[src/rtl/pc_sequencer_pkg.sv]
// pc_sequencer_pkg: shared state encoding, PC source codes and default vectors.
package pc_sequencer_pkg;
    typedef enum logic [2:0] {
        ST_BOOT   = 3'd0,
        ST_FETCH  = 3'd1,
        ST_DECODE = 3'd2,
        ST_EXEC   = 3'd3,
        ST_IRQ    = 3'd4,
        ST_HALTED = 3'd5
    } state_e;
    typedef enum logic [2:0] {
        SRC_HOLD   = 3'd0,
        SRC_SEQ    = 3'd1,
        SRC_JUMP   = 3'd2,
        SRC_BRANCH = 3'd3,
        SRC_EPC    = 3'd4,
        SRC_RESET  = 3'd5,
        SRC_IRQ    = 3'd6
    } pc_src_e;
    localparam logic [15:0] RESET_VECTOR_DEF = 16'h0000;
    localparam logic [15:0] IRQ_VECTOR_DEF   = 16'h0100;
    localparam logic [15:0] PC_STEP_DEF      = 16'd2;
endpackage

[src/rtl/pc_next_mux.sv]
// pc_next_mux: selects the value presented to the PC register input.
module pc_next_mux
    import pc_sequencer_pkg::*;
#(
    parameter logic [15:0] RESET_VECTOR = RESET_VECTOR_DEF,
    parameter logic [15:0] IRQ_VECTOR   = IRQ_VECTOR_DEF,
    parameter logic [15:0] PC_STEP      = PC_STEP_DEF
) (
    input  pc_src_e     src_i,
    input  logic [15:0] pc_i,
    input  logic [15:0] jump_target_i,
    input  logic [15:0] branch_target_i,
    input  logic [15:0] epc_i,
    output logic [15:0] pc_next_o
);
    logic [15:0] pc_seq;
    assign pc_seq = pc_i + PC_STEP;
    always_comb begin
        pc_next_o = (src_i == SRC_SEQ)    ? pc_seq :
                    (src_i == SRC_JUMP)   ? jump_target_i :
                    (src_i == SRC_BRANCH) ? branch_target_i :
                    (src_i == SRC_EPC)    ? epc_i :
                    (src_i == SRC_RESET)  ? RESET_VECTOR :
                    (src_i == SRC_IRQ)    ? IRQ_VECTOR : pc_i;
    end
endmodule

[src/rtl/pc_sequencer.sv]
// pc_sequencer: multicycle fetch/decode/execute control that owns the PC write path,
// including interrupt entry/return and halt.
module pc_sequencer
    import pc_sequencer_pkg::*;
#(
    parameter logic [15:0] RESET_VECTOR = RESET_VECTOR_DEF,
    parameter logic [15:0] IRQ_VECTOR   = IRQ_VECTOR_DEF,
    parameter logic [15:0] PC_STEP      = PC_STEP_DEF
) (
    input  logic        clock,
    input  logic        reset,
    input  logic [15:0] pc,
    output logic [15:0] pc_next,
    output logic        pc_write,
    output logic        imem_req,
    input  logic        imem_ack,
    output logic        ir_write,
    output logic        decode_en,
    input  logic        exec_done,
    input  logic        halt,
    input  logic        jump,
    input  logic [15:0] jump_target,
    input  logic        branch_taken,
    input  logic [15:0] branch_target,
    input  logic        iret,
    input  logic        irq,
    output logic        irq_ack,
    output logic [15:0] epc,
    output logic        halted
);
    state_e      state_q, state_d;
    logic [15:0] epc_q, epc_d;
    logic        irq_en_q, irq_en_d;
    pc_src_e     src;

    always_ff @(posedge clock) begin
        if (reset) begin
            state_q  <= ST_BOOT;
            epc_q    <= 16'h0000;
            irq_en_q <= 1'b1;
        end else begin
            state_q  <= state_d;
            epc_q    <= epc_d;
            irq_en_q <= irq_en_d;
        end
    end

    always_comb begin
        state_d   = state_q;
        epc_d     = epc_q;
        irq_en_d  = irq_en_q;
        src       = SRC_HOLD;
        imem_req  = 1'b0;
        ir_write  = 1'b0;
        decode_en = 1'b0;
        irq_ack   = 1'b0;
        halted    = 1'b0;
        case (state_q)
            ST_BOOT: begin
                src     = SRC_RESET;
                state_d = ST_FETCH;
            end
            ST_FETCH: begin
                imem_req = 1'b1;
                if (imem_ack) begin
                    ir_write = 1'b1;
                    src      = SRC_SEQ;
                    state_d  = ST_DECODE;
                end
            end
            ST_DECODE: begin
                decode_en = 1'b1;
                state_d   = ST_EXEC;
            end
            ST_EXEC: begin
                if (exec_done) begin
                    if (halt) begin
                        state_d = ST_HALTED;
                    end else begin
                        src = iret ? SRC_EPC : jump ? SRC_JUMP : branch_taken ? SRC_BRANCH : SRC_HOLD;
                        if (iret) irq_en_d = 1'b1;
                        // iret re-enables interrupts in the same cycle, allowing immediate re-entry
                        state_d = (irq && (irq_en_q || iret)) ? ST_IRQ : ST_FETCH;
                    end
                end
            end
            ST_IRQ: begin
                epc_d    = pc;
                src      = SRC_IRQ;
                irq_ack  = 1'b1;
                irq_en_d = 1'b0;
                state_d  = ST_FETCH;
            end
            ST_HALTED: begin
                halted = 1'b1;
                if (irq && irq_en_q) state_d = ST_IRQ;
            end
            default: state_d = ST_BOOT;
        endcase
    end

    assign pc_write = (src != SRC_HOLD);
    assign epc      = epc_q;

    pc_next_mux #(
        .RESET_VECTOR(RESET_VECTOR),
        .IRQ_VECTOR  (IRQ_VECTOR),
        .PC_STEP     (PC_STEP)
    ) u_mux (
        .src_i          (src),
        .pc_i           (pc),
        .jump_target_i  (jump_target),
        .branch_target_i(branch_target),
        .epc_i          (epc_q),
        .pc_next_o      (pc_next)
    );
endmodule

[config.mk]
export PLATFORM = sky130hd
export DESIGN_NAME = pc_sequencer
export DESIGN_NICKNAME = d
export VERILOG_FILES = /design/src/rtl/pc_sequencer_pkg.sv /design/src/rtl/pc_next_mux.sv /design/src/rtl/pc_sequencer.sv
export SDC_FILE = /design/constraint.sdc
export NUM_CORES = 1
export LEC_CHECK = 0
export BUFFER_PORTS_ARGS = -buffer_cell sky130_fd_sc_hd__buf_2
export CORE_ASPECT_RATIO = 0.75
export CORE_MARGIN = 1
export CORE_UTILIZATION = 50
export DETAILED_ROUTE_END_ITERATION = 10
export PLACE_DENSITY = 0.93
export SLEW_MARGIN = 15
export SYNTH_ARGS = -nofsm -noshare
export SYNTH_HDL_FRONTEND = slang
export SYNTH_HIERARCHICAL = 1
export SYNTH_SLANG_ARGS = --single-unit
[constraint.sdc]
create_clock -name clock -period 3.6 [get_ports clock]
set_input_delay 0.36 -clock clock [delete_from_list [all_inputs] [get_ports clock]]
set_output_delay 0.36 -clock clock [all_outputs]
set_load 0.01 [all_outputs]
==> results.py, run 1 <==
metrics = {
    "run_status": {
        "status": "finished, final reports clean",
    },
    "clock_tree": {
        "cts.clk_slew.worst_paths_ps": 80,
        "hold_buffers": 0,
        "htree_levels": 1,
        "cts_resized": 0,
        "cts_made_buffers": 3,
        "cts_sinks": 20,
        "cts-root-buf": "clkbuf_8",
        "cts_tree": "built",
        "clockBufferDepth": 2,
        "postCtsSetupRepairBufs": 0,
        "clock_latency_ps": 270,
    },
    "drt": {
        "wire_per_inst_um": 14.5,
        "ant_nets": 0,
        "dr_total_vias": 2259,
        "wirelength_um": 5560,
        "via_per_inst": 5.90,
        "drtPass1Iterations": 4,
        "drtIter0Drc": 95,
        "drcViolationCount": 0,
    },
    "layout": {
        "layout_common_cells": "buf_2, nor2_1, mux2i_1, dfxtp_1, a21oi_1",
        "finalNonFillerCells": 383,
        "syn_to_final_growth_pct": 26.7,
        "drive_above_1_share_pct": 34.7,
        "layout_commonest_cell": "buf_2",
        "diodes": 0,
        "fin_nets": 390,
        "fin_area_sq_mm": 0.00245,
    },
    "setup_path": {
        "cp-start-kind": "flop",
        "r2r_start": "state_q[1]",
        "worst_ep_required_time_ps": 3240,
        "r2r_slack_ps": 2320,
        "reg2reg_depth": 5,
        "crit_type": "reg -> out",
        "crit_fanout": 14,
        "r2r-end": "epc[4]",
        "cp-end-kind": "output port",
        "critical_path_arrival_ps": 2930,
    },
    "global_route": {
        "grt_pass1_vias": 1994,
        "grt_overflow": 0,
        "grt_usage_pct": 26.8,
        "grt_pass1_wl_um": 8760,
        "grt_max_degree": 33,
        "antenna_found_initial": 0,
    },
    "min_path": {
        "min_from": "pc[0]",
        "hold_class": "in -> reg",
        "whs_endpoint": "epc[0]",
        "min_delay_path_depth": 3,
    },
    "floorplan": {
        "die_h_um": 55.9,
        "rows": 19,
        "die_area_sq_mm": 0.00412,
        "initial_core_util_pct": 52.5,
        "core_sq_mm": 0.00368,
        "die_w_um": 73.8,
        "ios": 95,
    },
    "synthesis": {
        "synth_cells": 247,
        "syn_area_per_cell_sq_um": 7.83,
        "ys_ff_latch": 20,
        "ys_types": 59,
        "synth_flop_cell": "dfxtp_1",
        "synth_edf_count": 0,
        "yosysWarningCount": 6,
        "synthArstFlopShare_pct": 0,
        "netlist_area_sq_mm": 0.00193,
        "ys_seq_area_share_pct": 20.7,
        "syn-num-nets": 305,
    },
    "place": {
        "placed_area_sq_mm": 0.00239,
        "place_congestion": 0.873,
        "place.detailed.hpwl_um": 4120,
        "dp_cells": 379,
        "port_buffers": 94,
    },
    "sta": {
        "finalHoldViolations": 0,
        "fin_crit_sh_pct": 91.4,
        "fin_worst_skew_ps": 3.57,
        "relSlewSlack_pct": 59.0,
        "finalSetupViolations": 0,
        "tns_ps": 0,
        "finalMaxSlewViolations": 0,
        "fin_crit_ps": 3290,
        "rsz0062_at_grt": "no",
        "fmax_mhz": 304,
        "holdWs_ps": 368,
        "tightest_slew_ps": 613,
    },
    "power_and_ir_drop": {
        "peakVddDrop_v": 0.000195,
        "powerDensity_mw_per_mm2": 315,
        "p_leak_uw": 0.00107,
    },
    "job": {
        "max-cap-violations": 0,
    },
}
==> worst max path at each step <==
| stage | endpoint | slack (ps) | startpoint |
|---|---|---|---|
| floorplan | pc_next[12] | 970 | state_q[2] |
| global placement | pc_next[3] | 700 | state_q[2] |
| detailed placement | pc_next[7] | 660 | halt |
| CTS | pc_next[7] | 340 | state_q[2] |
| global route | pc_next[7] | 100 | state_q[2] |
| finish | pc_next[7] | 310 | state_q[2] |
==> sequential cells by signal, indices dropped and copies added, names as in the netlist <==
register,cells
irq_en_q,1
epc,16
state_q,3
==> cells in the mapped netlist (4+ instances only) <==
library cell | count | area, sq um
nor2_1 | 35 | 131
mux2i_1 | 24 | 240
dfxtp_1 | 20 | 400
a21oi_1 | 17 | 85.1
a221oi_1 | 9 | 78.8
nand3_1 | 9 | 45.0
nor3_1 | 9 | 45.0
o21ai_0 | 9 | 45.0
buf_2 | 8 | 40.0
inv_1 | 7 | 26.3
nand2b_1 | 7 | 43.8
nand2_1 | 6 | 22.5
nand4_1 | 5 | 31.3
o22ai_1 | 5 | 31.3
xnor2_1 | 5 | 43.8
a211oi_1 | 4 | 30.0
and3_1 | 4 | 25.0
clkbuf_1 | 4 | 15.0
nand3b_1 | 4 | 30.0
o211ai_1 | 4 | 30.0
==> final cells by class <==
cell class / count / area [sq um]
inverter: 8 / 37.5
multi-input combinational: 202 / 1400
fill: 306 / 1240
timing repair buffer: 97 / 493
tap: 52 / 65.1
sequential: 20 / 400
clock buffer: 4 / 55.1
==> layer usage <==
metal | global-route usage [%] | part of all wire, % | up-vias | wire [um]
li1 | - | - | 1109 | -
met3 | 4.89 | 8.5 | 8 | 474
met2 | 43.6 | 45 | 108 | 2500
met1 | 35.5 | 45 | 1034 | 2510
met4 | 9.07 | 1.4 | 0 | 76
met5 | 0 | 0 | - | 0
==> logic make-up (layout without fill, tap and decap cells) <==
group | Yosys count | after routing | synth area share (%)
and+or+nand+nor | 99 | 99 | 29.6
AOI/OAI and AO/OA | 67 | 67 | 23.8
muxes | 27 | 27 | 14.2
buffers and inverters | 25 | 109 | 7.38
DFF | 20 | 20 | 20.7
xor gates and xnor gates | 8 | 8 | 3.62
adders and majority gates | 1 | 1 | 0.647
==> worst max-delay path, cell delays in order (launching register included) <==
cell and delay [ps]:
dfxtp_1 420, nand2b_1 240, nor2_1 240, a21o_1 400
inv_1 280, nor3_2 520, a221oi_1 180, a211oi_1 200
buf_2 170
==> metrics by stage <==
stage          util (%)  total power, uW  setup WS (ps)
2_1_floorplan         -              473            972
3_3_place_gp       65.0              585            702
3_5_place_dp       65.0              593            659
4_1_cts            66.5              772            341
5_1_grt            66.5              816           97.8
6_report           66.5              773            311
==> where the power goes <==
group	switching (uW)	internal (uW)
registers	8.17	226
clock network	79.4	97.6
logic	211	151
No activity file was read; power rests on OpenSTA's default activity.
==> inputs of run 2 (changes only) <==
Settings changed: CTS_BUF_LIST set to sky130_fd_sc_hd__clkbuf_4.
==> results.py, run 2 (synthesized netlist as in run 1, its figures left out) <==
metrics = {
    "run_status": {
        "status": "finished, final reports clean",
    },
    "setup_path": {
        "critical_path_arrival_ps": 2960,
        "r2r_start": "state_q[1]",
        "r2r-end": "epc[4]",
        "crit_type": "reg -> out",
        "path_cells": "nand2b_1 > nor2_1 > a21o_1 > inv_1 > nor3_2 > a221oi_1 > a211oi_1 > buf_2",
        "reg2reg_depth": 5,
        "r2r_slack_ps": 2320,
        "crit_fanout": 14,
        "worst_path_max_delay_cell": "nor3_2",
        "cp-end-kind": "output port",
        "max_stage_delay_ps": 520,
        "worst_ep_required_time_ps": 3240,
        "critical_path_depth": 8,
        "crit_family": "simple AND/OR/NAND/NOR gates",
        "cp-start-kind": "flop",
        "path_buf_inv": 2,
    },
    "clock_tree": {
        "clockBufferDepth": 2,
        "cts_sinks": 20,
        "cts-root-buf": "clkbuf_4",
        "hold_buffers": 0,
        "htree_levels": 1,
        "cts.clk_slew.worst_paths_ps": 120,
        "cts_tree": "built",
        "postCtsSetupRepairBufs": 0,
        "cts_made_buffers": 3,
        "clock_latency_ps": 310,
        "cts_resized": 0,
    },
    "place": {
        "place_congestion": 0.873,
        "port_buffers": 94,
        "place.detailed.hpwl_um": 4120,
        "dp_slack_ps": 659,
    },
    "job": {
        "max-cap-violations": 0,
    },
    "floorplan": {
        "core_sq_mm": 0.00368,
        "ios": 95,
        "rows": 19,
        "die_w_um": 73.8,
        "die_area_sq_mm": 0.00412,
        "initial_core_util_pct": 52.5,
        "die_h_um": 55.9,
    },
    "sta": {
        "rsz0062_at_grt": "no",
        "setup_ws_ps": 277,
        "finalSetupViolations": 0,
        "fin_crit_ps": 3320,
        "relSlewSlack_pct": 60.2,
        "finalMaxSlewViolations": 0,
        "finalHoldViolations": 0,
        "fmax_mhz": 301,
        "fin_crit_sh_pct": 92.3,
        "tns_ps": 0,
        "tightest_slew_ps": 595,
        "fin_worst_skew_ps": 3.07,
    },
    "layout": {
        "diodes": 0,
        "fin_nets": 390,
        "drive_above_1_share_pct": 34.4,
        "layout_commonest_cell": "buf_2",
        "syn_to_final_growth_pct": 25.2,
        "largest_reg_flops": 16,
        "layout_common_cells": "buf_2, nor2_1, mux2i_1, dfxtp_1, a21oi_1",
    },
    "power_and_ir_drop": {
        "peakVddDrop_v": 0.000174,
        "p_leak_uw": 0.00106,
        "powerDensity_mw_per_mm2": 293,
    },
    "global_route": {
        "grt_overflow": 0,
        "grt_pass1_vias": 1982,
        "grt_pass1_wl_um": 8680,
        "grt_usage_pct": 26.6,
        "antenna_found_initial": 0,
        "grt_max_degree": 33,
    },
    "min_path": {
        "min_delay_path_depth": 3,
        "whs_endpoint": "epc[0]",
        "min_from": "pc[0]",
        "hold_class": "in -> reg",
    },
    "drt": {
        "ant_nets": 0,
        "drtIter0Drc": 120,
        "wirelength_um": 5490,
        "via_per_inst": 5.90,
        "drtPass1Iterations": 4,
        "wire_per_inst_um": 14.3,
        "dr_total_vias": 2261,
        "drcViolationCount": 0,
    },
}
==> run 2: changes by cell type in the layout (fill, tap and decap cells not counted) <==
cell,change
clkbuf_4,+3
clkbuf_8,-4
clkinv_1,+1
==> run 2: worst max-delay path by stage <==
stage	from	end	slack, ps
floorplan	state_q[2]	pc_next[12]	970
global placement	state_q[2]	pc_next[3]	700
CTS	state_q[2]	pc_next[7]	270
global route	state_q[2]	pc_next[7]	30
finish	state_q[2]	pc_next[7]	280
detailed placement	halt	pc_next[7]	660
==> run 2: worst register-to-register path, stage by stage (launching register included) <==
cell,delay [ps]
dfxtp_1,410
nor2_4,200
nand2_4,100
inv_8,170
mux2i_1,220
nor2_1,60
==> run 2: report_power, final <==
| group | switching, uW | internal, uW | leakage (uW) |
|---|---|---|---|
| Combinational | 210 | 151 | 0.000882 |
| Clock | 73.5 | 40.6 | 0.0000154 |
| Sequential | 8.14 | 226 | 0.000162 |
==> run 2: cell type report <==
type	instances	area (sq um)
Fill cell	311	1260
Inverter	8	37.5
Timing Repair Buffer	97	493
Sequential cell	20	400
Clock buffer	3	22.5
Clock inverter	1	3.75
Multi-Input combinational cell	202	1400
Tap cell	52	65.1
==> run 2: per-layer routing <==
metal | up-vias | track usage [%] | part of all wire (%)
li1 | 1106 | - | -
met5 | - | 0 | 0
met1 | 1040 | 35.1 | 45
met2 | 104 | 43.8 | 45
met4 | 0 | 7.97 | 1.5
met3 | 11 | 4.89 | 8.1
==> run 2: stage by stage <==
stage          cell area, sq um  util [%]  total power [uW]  hold slack (ps)  std cells
3_5_place_dp               2390      65.0               593              502        379
4_1_cts                    2420      65.7               711              311        383
6_report                   2420      65.7               708              320        383
3_3_place_gp               2390      65.0               585              495        379
2_1_floorplan              1930         -               473              490        247
5_1_grt                    2420      65.7               754              350        383
==> inputs of run 3 (changes only) <==
Settings changed: BUFFER_PORTS_ARGS -buffer_cell sky130_fd_sc_hd__buf_2 to -buffer_cell sky130_fd_sc_hd__buf_4, CELL_PAD_IN_SITES_DETAIL_PLACEMENT set to 1, CELL_PAD_IN_SITES_GLOBAL_PLACEMENT set to 1, CORE_UTILIZATION 50 to 36, PLACE_DENSITY 0.93 to 0.95.
==> results.py, run 3 (synthesized netlist as in run 1, its figures left out) <==
metrics = {
    "run_status": {
        "status": "finished, final reports clean",
    },
    "min_path": {
        "hold_class": "in -> reg",
    },
    "sta": {
        "tns_ps": 0,
        "finalHoldViolations": 0,
        "rsz0062_at_grt": "no",
        "fin_crit_sh_pct": 92.3,
        "finalSetupViolations": 0,
        "relSlewSlack_pct": 54.4,
        "finalMaxSlewViolations": 0,
        "tightest_slew_ps": 681,
        "fin_crit_ps": 3320,
        "fmax_mhz": 301,
        "fin_worst_skew_ps": 5.35,
    },
    "clock_tree": {
        "clockBufferDepth": 2,
        "cts_resized": 0,
        "cts_sinks": 20,
        "cts.clk_slew.worst_paths_ps": 120,
        "hold_buffers": 0,
        "cts_made_buffers": 3,
        "clock_latency_ps": 310,
        "cts_tree": "built",
        "htree_levels": 1,
        "cts-root-buf": "clkbuf_4",
        "postCtsSetupRepairBufs": 0,
    },
    "layout": {
        "fin_nets": 391,
        "fill_cells": 661,
        "largest_reg_flops": 16,
        "layout_commonest_cell": "buf_4",
        "syn_to_final_growth_pct": 39.5,
        "diodes": 0,
        "drive_above_1_share_pct": 34.6,
        "layout_common_cells": "buf_4, nor2_1, mux2i_1, dfxtp_1, a21oi_1",
        "multi_input_area_sq_mm": 0.00141,
        "seqCellArea_sq_um": 400,
    },
    "global_route": {
        "grt_pass1_wl_um": 11500,
        "grt_usage_pct": 25.9,
        "grt_overflow": 0,
        "antenna_found_initial": 0,
        "grt_pass1_vias": 2262,
        "grt_max_degree": 27,
    },
    "power_and_ir_drop": {
        "powerDensity_mw_per_mm2": 287,
        "p_leak_uw": 0.00112,
        "p_total_uw": 773,
        "peakVddDrop_v": 0.000166,
    },
    "drt": {
        "ant_nets": 0,
        "drtIter0Drc": 152,
        "drtPass1Iterations": 4,
        "drcViolationCount": 0,
        "via_per_inst": 5.69,
        "wirelength_um": 7210,
        "wire_per_inst_um": 17.8,
        "dr_total_vias": 2298,
    },
    "floorplan": {
        "die_w_um": 86.6,
        "initial_core_util_pct": 38.4,
        "die_area_sq_mm": 0.00567,
        "die_h_um": 65.5,
        "ios": 95,
        "rows": 22,
        "core_sq_mm": 0.00504,
    },
    "setup_path": {
        "worst_ep_required_time_ps": 3240,
        "crit_fanout": 25,
        "crit_type": "reg -> out",
        "cp-end-kind": "output port",
        "cp-start-kind": "flop",
        "critical_path_arrival_ps": 2960,
    },
    "place": {
        "place.detailed.hpwl_um": 5580,
        "place_congestion": 0.909,
        "port_buffers": 94,
    },
    "job": {
        "max-cap-violations": 0,
    },
}
## run 3: cell count changes in the layout (fill, tap and decap cells not counted)
cell and change:
buf_4 +95, buf_2 -94, a31o_2 -1, a31o_4 +1
## run 3: per-layer routing
layer,up-vias,part of all wire [%],track usage [%]
li1,1103,-,-
met3,4,6.7,3.89
met5,-,0,0
met1,1097,43,34.1
met2,94,50,45.2
met4,0,0.46,4.79
## run 3: metrics by stage
| step | hold WS (ps) | setup slack (ps) | utilization (%) | instances | area (sq um) |
|---|---|---|---|---|---|
| after global placement | 509 | 719 | 52.8 | 400 | 2660 |
| final | 313 | 277 | 53.5 | 404 | 2700 |
| after CTS | 311 | 261 | 53.4 | 404 | 2690 |
| after floorplan | 490 | 972 | - | 247 | 1930 |
| after detailed placement | 520 | 618 | 52.8 | 400 | 2660 |
| after global routing | 348 | 55.8 | 53.5 | 404 | 2700 |
## run 3: where the power goes
part           total, uW  internal [uW]  switching [uW]
registers            235            226            9.06
logic                423            196             227
clock network        115           40.6            74.6
total                773            463             310
## run 3: worst max-delay path, cell delays in order, from the launching register on
cell	delay, ps
dfxtp_1	570
nand2b_1	230
nor2_1	120
a21o_1	210
buf_4	220
or3b_4	520
or4_1	550
nand3_1	100
buf_4	120
## run 3: path summary, 6_finish.rpt
path | startpoint | to | slack (ps) | depth (start not counted)
min | pc[0] | epc[0] | 310 | 3
max | state_q[2] | pc_next[9] | 280 | 8
min reg2reg | epc[9] | epc[9] | 550 | 2
max reg2reg | state_q[2] | irq_en_q | 2250 | 3
## run 3: layout make-up
| cell class | count | area share (%) |
|---|---|---|
| timing repair buffer | 98 | 27.3 |
| tap | 72 | 3.34 |
| multi-input combinational | 202 | 52.2 |
| inverter | 8 | 1.39 |
| sequential | 20 | 14.8 |
| clock buffer | 3 | 0.835 |
| clock inverter | 1 | 0.139 |
